<file path="src/rtl/riscv_mem_pkg.sv">
// Shared data-memory definitions: funct3 codes, responder FSM states and the
// load-path lane select / extension used by both the core and the responder.
package riscv_mem_pkg;

  localparam logic [2:0] F3_B  = 3'b000;
  localparam logic [2:0] F3_H  = 3'b001;
  localparam logic [2:0] F3_W  = 3'b010;
  localparam logic [2:0] F3_BU = 3'b100;
  localparam logic [2:0] F3_HU = 3'b101;

  typedef enum logic [1:0] {
    IDLE = 2'd0,
    READ = 2'd1,
    RESP = 2'd2
  } dmem_state_t;

  // Pick the addressed lane(s) of a little-endian word and extend per funct3.
  function automatic logic [31:0] lane_extend(input logic [31:0] word,
                                              input logic [1:0]  off,
                                              input logic [2:0]  f3);
    logic [7:0]  b;
    logic [15:0] h;
    logic [31:0] r;
    b = word[{off, 3'b000} +: 8];
    h = off[1] ? word[31:16] : word[15:0];
    case (f3)
      F3_B:    r = {{24{b[7]}}, b};
      F3_BU:   r = {24'h0, b};
      F3_H:    r = {{16{h[15]}}, h};
      F3_HU:   r = {16'h0, h};
      default: r = word;
    endcase
    return r;
  endfunction

endpackage

</file>
<file path="src/rtl/dmem_array.sv">
// Single-port word RAM: synchronous read, per-byte write enables, no reset.
module dmem_array #(
  parameter int WORDS = 128,
  parameter int AW    = 7
) (
  input  logic          clk,
  input  logic          en,
  input  logic [3:0]    we,
  input  logic [AW-1:0] addr,
  input  logic [31:0]   wdata,
  output logic [31:0]   rdata
);

  logic [31:0] mem [WORDS];

  always_ff @(posedge clk) begin
    if (en) begin
      for (int i = 0; i < 4; i++)
        if (we[i]) mem[addr][i*8 +: 8] <= wdata[i*8 +: 8];
      if (we == 4'b0000) rdata <= mem[addr];
    end
  end

endmodule

</file>
<file path="src/rtl/dmem_responder.sv">
// Valid/ready data-memory slave: one request in flight, byte/half/word access
// with alignment checking, exactly one response per accepted request.
module dmem_responder
  import riscv_mem_pkg::*;
#(
  parameter int DATA_W = 32,
  parameter int ADDR_W = 9
) (
  input  logic              clk,
  input  logic              reset,
  input  logic              req_valid,
  output logic              req_ready,
  input  logic              req_wr,
  input  logic [ADDR_W-1:0] req_addr,
  input  logic [2:0]        req_funct3,
  input  logic [DATA_W-1:0] req_wdata,
  output logic              rsp_valid,
  input  logic              rsp_ready,
  output logic [DATA_W-1:0] rsp_rdata,
  output logic              rsp_err
);

  localparam int WA    = ADDR_W - 2;
  localparam int WORDS = 2 ** WA;

  dmem_state_t       state_q, state_d;
  logic [DATA_W-1:0] rdata_q, rdata_d;
  logic              err_q, err_d;
  logic [1:0]        off_q, off_d;
  logic [2:0]        f3_q, f3_d;

  logic              accept, bad, arr_en;
  logic [3:0]        arr_we;
  logic [DATA_W-1:0] arr_wdata, arr_rdata;

  assign accept    = req_valid && (state_q == IDLE);
  assign req_ready = (state_q == IDLE);
  assign rsp_valid = (state_q == RESP);
  assign rsp_rdata = rdata_q;
  assign rsp_err   = err_q;

  always_comb begin
    bad = 1'b0;
    case (req_funct3)
      3'b011, 3'b110, 3'b111: bad = 1'b1;
      default: ;
    endcase
    if (req_funct3[1:0] == 2'b01 && req_addr[0])          bad = 1'b1;
    if (req_funct3[1:0] == 2'b10 && req_addr[1:0] != 2'b00) bad = 1'b1;
    if (req_funct3[2] && req_wr)                            bad = 1'b1;
  end

  // Store data is replicated so each enabled lane already holds the right byte.
  always_comb begin
    arr_en    = accept && !bad;
    arr_we    = 4'b0000;
    arr_wdata = req_wdata;
    case (req_funct3[1:0])
      2'b00: begin
        arr_wdata = {4{req_wdata[7:0]}};
        if (req_wr) arr_we = 4'b0001 << req_addr[1:0];
      end
      2'b01: begin
        arr_wdata = {2{req_wdata[15:0]}};
        if (req_wr) arr_we = req_addr[1] ? 4'b1100 : 4'b0011;
      end
      default: if (req_wr) arr_we = 4'b1111;
    endcase
    if (!arr_en) arr_we = 4'b0000;
  end

  always_comb begin
    state_d = state_q;
    rdata_d = rdata_q;
    err_d   = err_q;
    off_d   = off_q;
    f3_d    = f3_q;
    case (state_q)
      IDLE: if (accept) begin
        off_d = req_addr[1:0];
        f3_d  = req_funct3;
        if (bad || req_wr) begin
          rdata_d = '0;
          err_d   = bad;
          state_d = RESP;
        end else begin
          state_d = READ;
        end
      end
      READ: begin
        rdata_d = lane_extend(arr_rdata, off_q, f3_q);
        err_d   = 1'b0;
        state_d = RESP;
      end
      RESP: if (rsp_ready) state_d = IDLE;
      default: state_d = IDLE;
    endcase
  end

  always_ff @(posedge clk) begin
    if (reset) begin
      state_q <= IDLE;
      rdata_q <= '0;
      err_q   <= 1'b0;
      off_q   <= 2'b00;
      f3_q    <= 3'b000;
    end else begin
      state_q <= state_d;
      rdata_q <= rdata_d;
      err_q   <= err_d;
      off_q   <= off_d;
      f3_q    <= f3_d;
    end
  end

  dmem_array #(.WORDS(WORDS), .AW(WA)) u_array (
    .clk   (clk),
    .en    (arr_en),
    .we    (arr_we),
    .addr  (req_addr[ADDR_W-1:2]),
    .wdata (arr_wdata),
    .rdata (arr_rdata)
  );

endmodule

</file>
<file path="config.mk">
export PLATFORM = sky130hd
export DESIGN_NAME = dmem_responder
export DESIGN_NICKNAME = d
export VERILOG_FILES = /design/src/rtl/riscv_mem_pkg.sv /design/src/rtl/dmem_array.sv /design/src/rtl/dmem_responder.sv
export SDC_FILE = /design/constraint.sdc
export NUM_CORES = 2
export LEC_CHECK = 0
export BUFFER_PORTS_ARGS = -buffer_cell sky130_fd_sc_hd__buf_2
export CELL_PAD_IN_SITES_DETAIL_PLACEMENT = 2
export CELL_PAD_IN_SITES_GLOBAL_PLACEMENT = 2
export CORE_ASPECT_RATIO = 2
export CORE_MARGIN = 3
export CORE_UTILIZATION = 38
export DETAILED_ROUTE_END_ITERATION = 16
export PLACE_DENSITY_LB_ADDON = 0.1
export SLEW_MARGIN = 10
export SYNTH_ARGS = -nofsm -noshare
export SYNTH_HDL_FRONTEND = slang
export SYNTH_SLANG_ARGS = --single-unit
</file>
<file path="constraint.sdc">
create_clock -name clk -period 14.96 [get_ports clk]
set_clock_uncertainty 0.05 [all_clocks]
set_input_delay 0.748 -clock clk [delete_from_list [all_inputs] [get_ports clk]]
set_output_delay 0.748 -clock clk [all_outputs]
set_load 0.02 [all_outputs]
</file>
==> results.cfg <==
[power_and_ir_drop]
power.switching_fraction_pct = 22.12
clkPwrFrac_pct = 41.0
leakagePower_nw = 54.36
cellInternalPower_mw = 18.84
powerDensity_mw_per_mm2 = 133.5
power.combinational.fraction_pct = 5.6
netSwitchingPower_mw = 5.350
pwr-share-seq_pct = 53.5
peakVddDrop_v = 0.00008689

[worst_setup_path]
critPathKind = in2reg
worst_endpoint_data_arrival_time_ns = 5.75
critical_path_peak_fanout = 60
required_ns = 15.61
worst_setup_path_start_kind = input pin
critical_path.endpoint_type = register

[cells_and_area]
instances_no_fill = 13100
post_route_cells_drive_above_1_share_pct = 30.05
finalCoreUtilization_pct = 42.98
final_cell_mix = edfxtp_1 (4128), mux4_2 (1344), nor2_1 (507), clkbuf_16 (394), buf_4 (183)
final_common_cell = edfxtp_1
num-nets-final = 7175
synthToLayoutAreaGrowth_pct = 12.48

[clocking]
clock_path_buffers = 4
cts_root_buf = clkbuf_16
clock_sink_count = 4168
cts_hold_repair.buffers = 4
post-cts-setup-buffers = 0
clk_latency_ns = 0.96
numCtsBuffers = 383
tritoncts = done
htree_num_levels = 5
cts.repair.resized = 0
worst_setup_hold_path_clk_slew_ns = 0.07

[drt]
ant_nets = 0
drt_iter0_markers = 6645
drt-vias-per-instance = 5.611
drtPass1Iterations = 7
via_count = 73520
post_drt_wl_per_cell_um = 38.84
drc = 0
finalWirelength_mm = 509.0

[timing]
setup_viol_count_final = 0
worst_slew_margin_rel_pct = 12.47
totalNegativeSetupSlack_ns = 0
post-route-worst-setup-slack_ns = 9.862
clock.fmax_mhz = 196.1
fin_crit_ns = 5.098
rsz0062_at_grt = false
final.period_utilization_pct = 34.08
number_of_pins_exceeding_their_max_slew_limit_in_the_final_report = 0
final_hold_viol_count = 0
worst_max_slew_pin_slew_ns = 1.308

[global_routing]
grt_antenna_before_repair = 31
pin_count_of_the_biggest_net_entering_global_routing = 123
vias_in_the_first_global_route = 82290
grt_pass1_wl_mm = 705.9
leftover_overflow_at_the_end_of_global_routing = 0
groute.usage.overall_pct = 23.55

[floorplanning]
initial_core_utilization_pct = 38.21
die_area_sq_mm = 0.4324
core-area_sq_mm = 0.4217
die_height_um = 926.9
num_io_pins = 84
std_cell_rows = 337
die_width_um = 466.5

[outcome]
status = complete, no violations

[synthesis]
synthesis.yosys.warnings = 0
synth.lib_cells_used.distinct = 39
syn_inst = 6869
synth-seq-cells = 4168
synthesis.area_sq_mm = 0.1611
mean_cell_area_of_the_mapped_netlist_sq_um = 23.46
synth-seq-area-share_pct = 77.43
nets_in_the_synthesized_netlist = 6918

[place]
dpl.cell_count = 12330
place_hpwl_mm = 342.3
port_buffers = 83
gpl_wtd_cong = 0.8483
post-place-ws_ns = 8.684

[worst_hold_path]
hold_path_class = in2reg

[flow_run]
drv.max_cap_violation_count = 0
## power by group through the flow
stage	clock network (mW)	logic, mW	registers (mW)
4_1_cts	10.1	1.40	12.9
3_3_place_gp	0	1.36	13.2
3_5_place_dp	0	1.39	13.2
2_1_floorplan	0	0.734	13.2
6_report	9.90	1.35	12.9
5_1_grt	10.5	1.42	12.9
## worst max-delay path, stage by stage
cell and delay, ns:
buf_8 0.43, buf_4 0.61, buf_4 0.70, buf_4 0.78, mux4_2 0.41, mux4_2 0.61, mux4_2 0.80, mux2_2 0.38
## path summary, 6_finish.rpt
kind / from / endpoint / slack, ns / cells past startpoint
worst max register to register: state_q[1] / u_array.mem[62][10] / 10.73 / 10
worst max-delay path: req_addr[4] / u_array.rdata[11] / 9.86 / 8
worst min register to register: rsp_rdata[31] / rsp_rdata[31] / 0.41 / 2
worst min-delay path: rsp_ready / state_q[1] / 0.14 / 4
## cells by family (layout without fill, tap and decap cells)
kind of cell | Yosys count | after routing | share of synthesized area (%)
flops | 4168 | 4168 | 77.43
mux | 1402 | 1402 | 19.18
simple gates | 759 | 759 | 1.850
buf+inv | 423 | 984 | 1.061
compound gates | 117 | 117 | 0.4768
other cells | 0 | 80 | 0
## registers in the layout (all words and copies together), names as in the netlist
name / flops
u_array.rdata: 32
u_array.mem: 4096
state_q: 2
rsp_rdata: 32
rsp_err: 1
f3_q: 3
off_q: 2
## cell type report
class,instances,area (sq um)
Multi-Input combinational cell,2278,34980
Clock inverter,233,2071
Antenna cell,80,200.2
Fill cell,37930,240400
Sequential cell,4168,124800
Clock buffer,456,10090
Timing Repair Buffer,274,2061
Inverter,21,78.83
Tap cell,5593,6998
## metal layers
metal	part of all wire [%]	global-route usage, %	up-vias
li1	-	-	29740
met1	36	27.35	41520
met2	57	44.77	1715
met3	4.0	2.936	531
met4	3.1	7.168	12
met5	0.015	0	-
## metrics by stage
stage | power, mW | instance area (sq um) | hold WS [ns]
3_3_place_gp | 14.55 | 168800 | 0.4046
4_1_cts | 24.47 | 181000 | 0.02053
6_report | 24.19 | 181200 | 0.1363
3_5_place_dp | 14.59 | 168800 | 0.4001
2_1_floorplan | 13.94 | 161100 | 0.4130
5_1_grt | 24.89 | 181200 | 0.07703
## cells in the mapped netlist (all sizes together)
library cell	instances	area (sq um)
nand2	165	619.3
nor4	2	12.51
a211oi	1	7.510
mux2i	9	90.09
clkbuf	263	987.2
o21ai	31	155.1
and2	5	31.28
o211ai	1	7.510
o221ai	7	61.31
nor3b	1	7.510
nor2b	23	143.9
o21bai	2	15.01
dfxtp	40	800.8
or2	3	18.77
a22oi	7	52.55
a2bb2oi	1	8.760
a21o	7	52.55
a221oi	1	8.760
a21boi	1	7.510
a22o	7	61.31
nor2	535	2008
inv	21	78.83
nand2b	9	56.30
mux2	49	551.8
a31oi	7	43.79
or3	1	6.260
edfxtp	4128	124000
o2bb2ai	1	8.760
o31ai	1	7.510
and3	2	12.51
buf	139	644.4
a21oi	26	130.1
nor3	13	65.06
mux4	1344	30270
o32ai	16	140.1
No activity file was read; power rests on OpenSTA's default activity.
